File: config.mk
export PLATFORM = sky130hd
export DESIGN_NAME = tx_resp_packer
export DESIGN_NICKNAME = d
export VERILOG_FILES = /design/src/rtl/tx_resp_packer.sv
export SDC_FILE = /design/constraint.sdc
export NUM_CORES = 1
export LEC_CHECK = 0
export CAP_MARGIN = 10
export CORE_MARGIN = 2
export CORE_UTILIZATION = 30
export CTS_CLUSTER_SIZE = 30
export DETAILED_ROUTE_END_ITERATION = 7
export GPL_TIMING_DRIVEN = 0
export SLEW_MARGIN = 20
export SYNTH_ARGS = -nofsm -noshare
export SYNTH_HDL_FRONTEND = slang
export SYNTH_SLANG_ARGS = --single-unit
File: constraint.sdc
create_clock -name CLK -period 6.43 [get_ports CLK]
set_input_delay 1.6075 -clock CLK [delete_from_list [all_inputs] [get_ports CLK]]
set_output_delay 1.6075 -clock CLK [all_outputs]
set_load 0.01 [all_outputs]
File: src/rtl/tx_resp_packer.sv
`default_nettype none
// ============================================================================
//  Module      : tx_resp_packer
//  Description : Queues ALU results (16-bit) and register read data (8-bit)
//                and serialises each queued response into bytes for the TX
//                async FIFO write port. ALU entries emit two bytes, register
//                entries one byte. wfull holds the current byte in place.
//  Revision    : 1.0 - initial release
// ============================================================================
module tx_resp_packer #(
    parameter int DEPTH     = 4,
    parameter bit MSB_FIRST = 1'b0
) (
    input  logic                     CLK,
    input  logic                     RST,
    input  logic [15:0]              ALU_OUT,
    input  logic                     OUT_Valid,
    input  logic [7:0]               RdData,
    input  logic                     RdData_Valid,
    input  logic                     wfull,
    output logic [7:0]               TX_P_DATA,
    output logic                     TX_D_VLD,
    output logic                     busy,
    output logic [$clog2(DEPTH):0]   q_count,
    output logic [7:0]               drop_cnt
);

    localparam int PW = $clog2(DEPTH);
    localparam int FW = PW + 2;
    localparam logic KIND_REG = 1'b0;
    localparam logic KIND_ALU = 1'b1;

    typedef enum logic [1:0] {
        ST_IDLE   = 2'd0,
        ST_SEND_A = 2'd1,
        ST_SEND_B = 2'd2
    } state_t;

    // Queue storage: entry = {kind, data[15:0]}
    logic [16:0]    mem_q [DEPTH];
    logic [PW-1:0]  wr_ptr_q, wr_ptr_d;
    logic [PW-1:0]  rd_ptr_q, rd_ptr_d;
    logic [PW:0]    count_q, count_d;
    logic [7:0]     drop_q, drop_d;

    state_t         state_q;
    logic           hold_kind_q;
    logic [15:0]    hold_data_q;

    logic           pop_w;
    logic [FW-1:0]  free_w;
    logic           push_alu_w;
    logic           push_reg_w;
    logic           drop_alu_w;
    logic           drop_reg_w;
    logic [1:0]     n_push_w;
    logic [8:0]     drop_sum_w;
    logic [PW-1:0]  reg_wr_idx_w;
    logic [16:0]    head_w;
    logic [7:0]     first_byte_w;
    logic [7:0]     second_byte_w;
    logic           accept_w;

    // Push/pop arbitration, occupancy and drop accounting
    always_comb begin
        pop_w        = (state_q == ST_IDLE) && (count_q != '0);
        // A pop in this cycle frees a slot for a push in the same cycle
        free_w       = FW'(DEPTH) - {1'b0, count_q} + {{(FW-1){1'b0}}, pop_w};
        push_alu_w   = OUT_Valid && (free_w >= FW'(1));
        push_reg_w   = RdData_Valid && (free_w >= (push_alu_w ? FW'(2) : FW'(1)));
        drop_alu_w   = OUT_Valid & ~push_alu_w;
        drop_reg_w   = RdData_Valid & ~push_reg_w;
        n_push_w     = {1'b0, push_alu_w} + {1'b0, push_reg_w};
        reg_wr_idx_w = wr_ptr_q + {{(PW-1){1'b0}}, push_alu_w};
        wr_ptr_d     = wr_ptr_q + PW'(n_push_w);
        rd_ptr_d     = rd_ptr_q + {{(PW-1){1'b0}}, pop_w};
        count_d      = count_q + (PW+1)'(n_push_w) - {{PW{1'b0}}, pop_w};
        drop_sum_w   = {1'b0, drop_q} + {8'd0, drop_alu_w} + {8'd0, drop_reg_w};
        drop_d       = drop_sum_w[8] ? 8'hFF : drop_sum_w[7:0];
        head_w       = mem_q[rd_ptr_q];
    end

    // Queue storage writes; ALU entry always takes the earlier slot
    always_ff @(posedge CLK) begin
        if (push_alu_w) begin
            mem_q[wr_ptr_q] <= {KIND_ALU, ALU_OUT};
        end
        if (push_reg_w) begin
            mem_q[reg_wr_idx_w] <= {KIND_REG, 8'h00, RdData};
        end
    end

    // Queue pointers, occupancy and saturating drop counter
    always_ff @(posedge CLK) begin
        if (RST) begin
            wr_ptr_q <= '0;
            rd_ptr_q <= '0;
            count_q  <= '0;
            drop_q   <= '0;
        end else begin
            wr_ptr_q <= wr_ptr_d;
            rd_ptr_q <= rd_ptr_d;
            count_q  <= count_d;
            drop_q   <= drop_d;
        end
    end

    // A byte leaves only when a send state sees room in the FIFO
    assign accept_w = ~wfull;

    // Serialiser FSM: pop into holding register, then emit one or two bytes
    always_ff @(posedge CLK) begin
        if (RST) begin
            state_q     <= ST_IDLE;
            hold_kind_q <= KIND_REG;
            hold_data_q <= '0;
        end else begin
            case (state_q)
                ST_IDLE: begin
                    if (pop_w) begin
                        hold_kind_q <= head_w[16];
                        hold_data_q <= head_w[15:0];
                        state_q     <= ST_SEND_A;
                    end
                end
                ST_SEND_A: begin
                    if (accept_w) begin
                        state_q <= (hold_kind_q == KIND_ALU) ? ST_SEND_B : ST_IDLE;
                    end
                end
                ST_SEND_B: begin
                    if (accept_w) begin
                        state_q <= ST_IDLE;
                    end
                end
                default: begin
                    state_q <= ST_IDLE;
                end
            endcase
        end
    end

    // Byte selection from the holding register by state and byte order
    always_comb begin
        first_byte_w  = hold_data_q[7:0];
        second_byte_w = hold_data_q[15:8];
        if (MSB_FIRST && (hold_kind_q == KIND_ALU)) begin
            first_byte_w  = hold_data_q[15:8];
            second_byte_w = hold_data_q[7:0];
        end
        case (state_q)
            ST_SEND_A: TX_P_DATA = first_byte_w;
            ST_SEND_B: TX_P_DATA = second_byte_w;
            default:   TX_P_DATA = 8'h00;
        endcase
    end

    // Write strobe is combinational so the byte lands in the same cycle
    assign TX_D_VLD = ((state_q == ST_SEND_A) || (state_q == ST_SEND_B)) && accept_w;
    assign busy     = (count_q != '0) || (state_q != ST_IDLE);
    assign q_count  = count_q;
    assign drop_cnt = drop_q;

endmodule
`default_nettype wire
==> flow_metrics.py, run 1 <==
metrics = {
    "run_status": {
        "outcome": "finished, final reports clean",
    },
    "setup_path": {
        "reg2reg_depth": 20,
        "critPathCaptureType": "flop",
        "worstReg2RegStart": "q_count[2]",
        "r2r_slack_ns": 0.73,
        "crit_fanout": 10,
        "r2r-end": "drop_cnt[2]",
        "setup.worst_path.start": "q_count[2]",
        "cp.arrival_ns": 5.91,
        "required_ns": 6.64,
        "cp-endpoint": "drop_cnt[2]",
        "critPathLaunchType": "flop",
        "worst-setup-path-type": "flop to flop",
    },
    "pwr": {
        "p_per_area_nw_per_um2": 487,
        "ir_drop_mv": 0.212,
        "power_mw": 3.01,
        "power_leakage_nw": 2.23,
    },
    "drt": {
        "drc": 0,
        "dr.first_iter.drc_count": 246,
        "dr.pass1.iters": 5,
        "num_vias": 3883,
        "wire_per_inst_um": 17.0,
        "viasPerCell": 4.96,
        "ant_nets": 0,
        "route.final.wire_length_mm": 13.3,
    },
    "clock_network": {
        "post_cts_buffers": 0,
        "cts_inserted_buffers": 9,
        "cts.sinks": 102,
        "root_buffer": "clkbuf_16",
        "cts_resized": 0,
        "hold_buffers": 0,
        "h-tree-depth": 3,
        "cts_tree": "yes",
        "cts_buffer_depth": 2,
        "clk_pin_slew_ns": 0.06,
        "worst_skew_pair.late_latency_ns": 0.35,
    },
    "synthesis": {
        "ys_seq_elements": 102,
        "synth_compound_area_frac": 0.102,
        "synth.avg_cell_area_um2": 10.3,
        "synth-edff-count": 32,
        "yosysWarnings": 0,
        "seq_area_frac_synth": 0.460,
        "syn_area_um2": 5130,
        "synth_xor_area_frac": 0.0188,
        "synthAdderAreaFrac": 0.0468,
        "synth_nets": 546,
        "async_flop_share": 0,
        "synth_top_family_by_area": "simple AND/OR/NAND/NOR gates",
        "ys.flop_type": "dfxtp_1",
        "synth_cell_types": 46,
        "netlist_instances": 499,
        "synthSimpleGateAreaFrac": 0.177,
        "synth_mux_area_frac": 0.137,
    },
    "sta": {
        "maxSlewHeadroom": 0.434,
        "worst_pin_slew_ns": 0.846,
        "final_max_slew_viol_count": 0,
        "hold_viol": 0,
        "setup_viol_count_final": 0,
        "fmax_ghz": 0.175,
        "fin_skew_ns": 0.0131,
        "rsz0062_at_grt": "false",
        "period_share": 0.887,
        "fin_crit_ns": 5.70,
        "setup-tns-final_ns": 0,
    },
    "min_path": {
        "min_path_type": "flop to flop",
        "hold_depth": 2,
    },
    "floorplanning": {
        "pin_count": 50,
        "die_h_um": 135,
        "die_area_um2": 18200,
        "start_util": 0.308,
        "core_area_um2": 16600,
        "die_x_um": 135,
        "std_cell_rows": 47,
    },
    "global_routing": {
        "grt_max_degree": 17,
        "grt_pass1_vias": 4012,
        "grt_antenna_before_repair": 0,
        "grtUsageTotal": 0.152,
        "grt-ovfl-total": 0,
        "grt_pass1_wl_mm": 21.2,
    },
    "cells_and_area": {
        "area.growth.synth_to_final_pct": 20.5,
        "nets": 605,
        "drive_gt1_frac": 0.147,
        "n_antenna_cell": 0,
    },
    "place": {
        "place_congestion": 0.800,
        "place_hpwl_mm": 9.47,
        "port_buffers": 48,
    },
    "flow_run": {
        "maxCapViolCount": 0,
    },
}
==> worst min-delay path by stage <==
stage / from / to / slack, ns
2_1_floorplan: mem_q[2][16] / mem_q[2][16] / 0.43
3_3_place_gp: hold_data_q[10] / hold_data_q[10] / 0.45
3_5_place_dp: hold_data_q[11] / hold_data_q[11] / 0.45
5_1_grt: hold_data_q[11] / hold_data_q[11] / 0.47
6_report: hold_data_q[8] / hold_data_q[8] / 0.46
4_1_cts: hold_data_q[11] / hold_data_q[11] / 0.46
==> metal layers <==
metal  global-route usage  wire length (um)  vias to the layer above
met5                    0                 0                        -
met4               0.0637               255                        0
met3               0.0191               593                       20
met2                0.256              6500                      110
met1                0.196              5950                     1881
li1                     -                 -                     1872
==> power by group <==
group | internal [mW] | total [mW] | switching (mW)
clock network | 0.312 | 0.549 | 0.236
logic | 0.591 | 1.41 | 0.824
registers | 0.937 | 1.05 | 0.113
==> flip-flops by register name, summed over array words and instances (netlist names) <==
register and count:
hold_kind_q 1, drop_cnt 8, state_q 2, hold_data_q 16, wr_ptr_q 2, rd_ptr_q 2
q_count 3, mem_q 68
==> cells in the final DEF (no fill, tap or decap), types with 3 or more instances in the layout <==
master and count:
nand3_1 36, mux4_2 17, buf_6 8, and2_1 6
clkbuf_1 13, a2111oi_0 4, xnor2_1 8, xor2_1 3
a21oi_1 26, mux2i_1 32, or2_1 4, o21ai_1 8
and3_1 3, dfxtp_1 70, clkbuf_4 3, buf_8 3
inv_1 15, nand2_1 71, nor2b_1 14, ha_1 16
o21ai_2 24, edfxtp_1 32, a22oi_1 8, nor2_1 49
clkdlybuf4s50_1 48, clkbuf_16 9
==> worst max-delay path, stage by stage, from the launching register on <==
cell      delay [ns]
dfxtp_1         0.39
o31ai_2         0.70
clkbuf_1        0.43
ha_1            0.24
inv_1           0.04
ha_1            0.21
and4bb_4        0.24
or2_2           0.30
a21boi_0        0.36
inv_1           0.13
ha_1            0.29
nor2b_1         0.05
o221ai_2        0.21
buf_6           0.18
clkbuf_1        0.44
nor2_1          0.15
fa_1            0.46
ha_1            0.25
and2_1          0.18
nand3_1         0.20
a21oi_1         0.11
==> cells in the mapped netlist, types with 2 or more instances <==
| cell type | n | share of area |
|---|---|---|
| a22oi_1 | 8 | 0.012 |
| buf_2 | 2 | 0.0020 |
| or2_1 | 4 | 0.0049 |
| mux4_2 | 17 | 0.075 |
| a2111oi_0 | 4 | 0.0068 |
| xor2_1 | 3 | 0.0051 |
| fa_1 | 2 | 0.0078 |
| nor2_1 | 49 | 0.036 |
| buf_8 | 3 | 0.0088 |
| clkbuf_4 | 3 | 0.0044 |
| o21ai_2 | 24 | 0.041 |
| and2_1 | 6 | 0.0073 |
| a21oi_1 | 26 | 0.025 |
| o21ai_1 | 8 | 0.0078 |
| nand3_1 | 36 | 0.035 |
| nor2b_1 | 14 | 0.017 |
| clkbuf_1 | 11 | 0.0080 |
| buf_4 | 2 | 0.0029 |
| buf_6 | 8 | 0.018 |
| inv_1 | 15 | 0.011 |
| and3_1 | 3 | 0.0037 |
| xnor2_1 | 8 | 0.014 |
| nand2b_1 | 2 | 0.0024 |
| nor2_2 | 2 | 0.0024 |
| ha_1 | 16 | 0.039 |
| nand2_1 | 71 | 0.052 |
| mux2i_1 | 32 | 0.062 |
| edfxtp_1 | 32 | 0.19 |
| dfxtp_1 | 70 | 0.27 |
| buf_1 | 2 | 0.0015 |
==> logic make-up after synthesis <==
logic type	count (synthesis)
compound gates	75
xor+xnor	11
fa+ha+maj	18
buf+inv	48
flops	102
mux	49
simple gates	196
==> cell type report <==
class	count	area [um^2]
plain buffers	32	236
clock buffers	12	246
clock inverters	4	48.8
fillers	1638	10500
inverters	16	60.1
multi-input cells	349	2470
flip-flops and latches	102	2360
well taps	220	275
repair buffers	48	480
==> per-stage QoR <==
stage / instances / setup slack, ns / util / cell area [um^2] / hold WS, ns
detailed placement: 767 / 0.715 / 0.354 / 5890 / 0.450
CTS: 783 / 0.681 / 0.371 / 6180 / 0.459
global placement: 767 / 0.868 / 0.354 / 5890 / 0.445
finish: 783 / 0.727 / 0.371 / 6180 / 0.459
floorplan: 499 / 1.43 / - / 5130 / 0.434
global route: 783 / 0.286 / 0.371 / 6180 / 0.471
(Power assumes the default switching activity.)
==> inputs of run 2 (changes only) <==
--- a/config.mk
+++ b/config.mk
@@ -11,4 +11,5 @@
 export CTS_CLUSTER_SIZE = 30
 export DETAILED_ROUTE_END_ITERATION = 7
+export GPL_ROUTABILITY_DRIVEN = 1
 export GPL_TIMING_DRIVEN = 0
 export SLEW_MARGIN = 20
==> constraint.sdc (replaced) <==
create_clock -name CLK -period 6.43 [get_ports CLK]
set_input_delay 1.6075 -clock CLK [delete_from_list [all_inputs] [get_ports CLK]]
set_output_delay 1.6075 -clock CLK [all_outputs]
set_load 0.1 [all_outputs]
==> results of run 2 <==
The final DEF is identical to that of run 1. Status: finished, final reports clean.
Main changes from that run: total power 3.01 mW -> 3.16 mW; worst IR drop on VDD 0.212 mV -> 0.258 mV
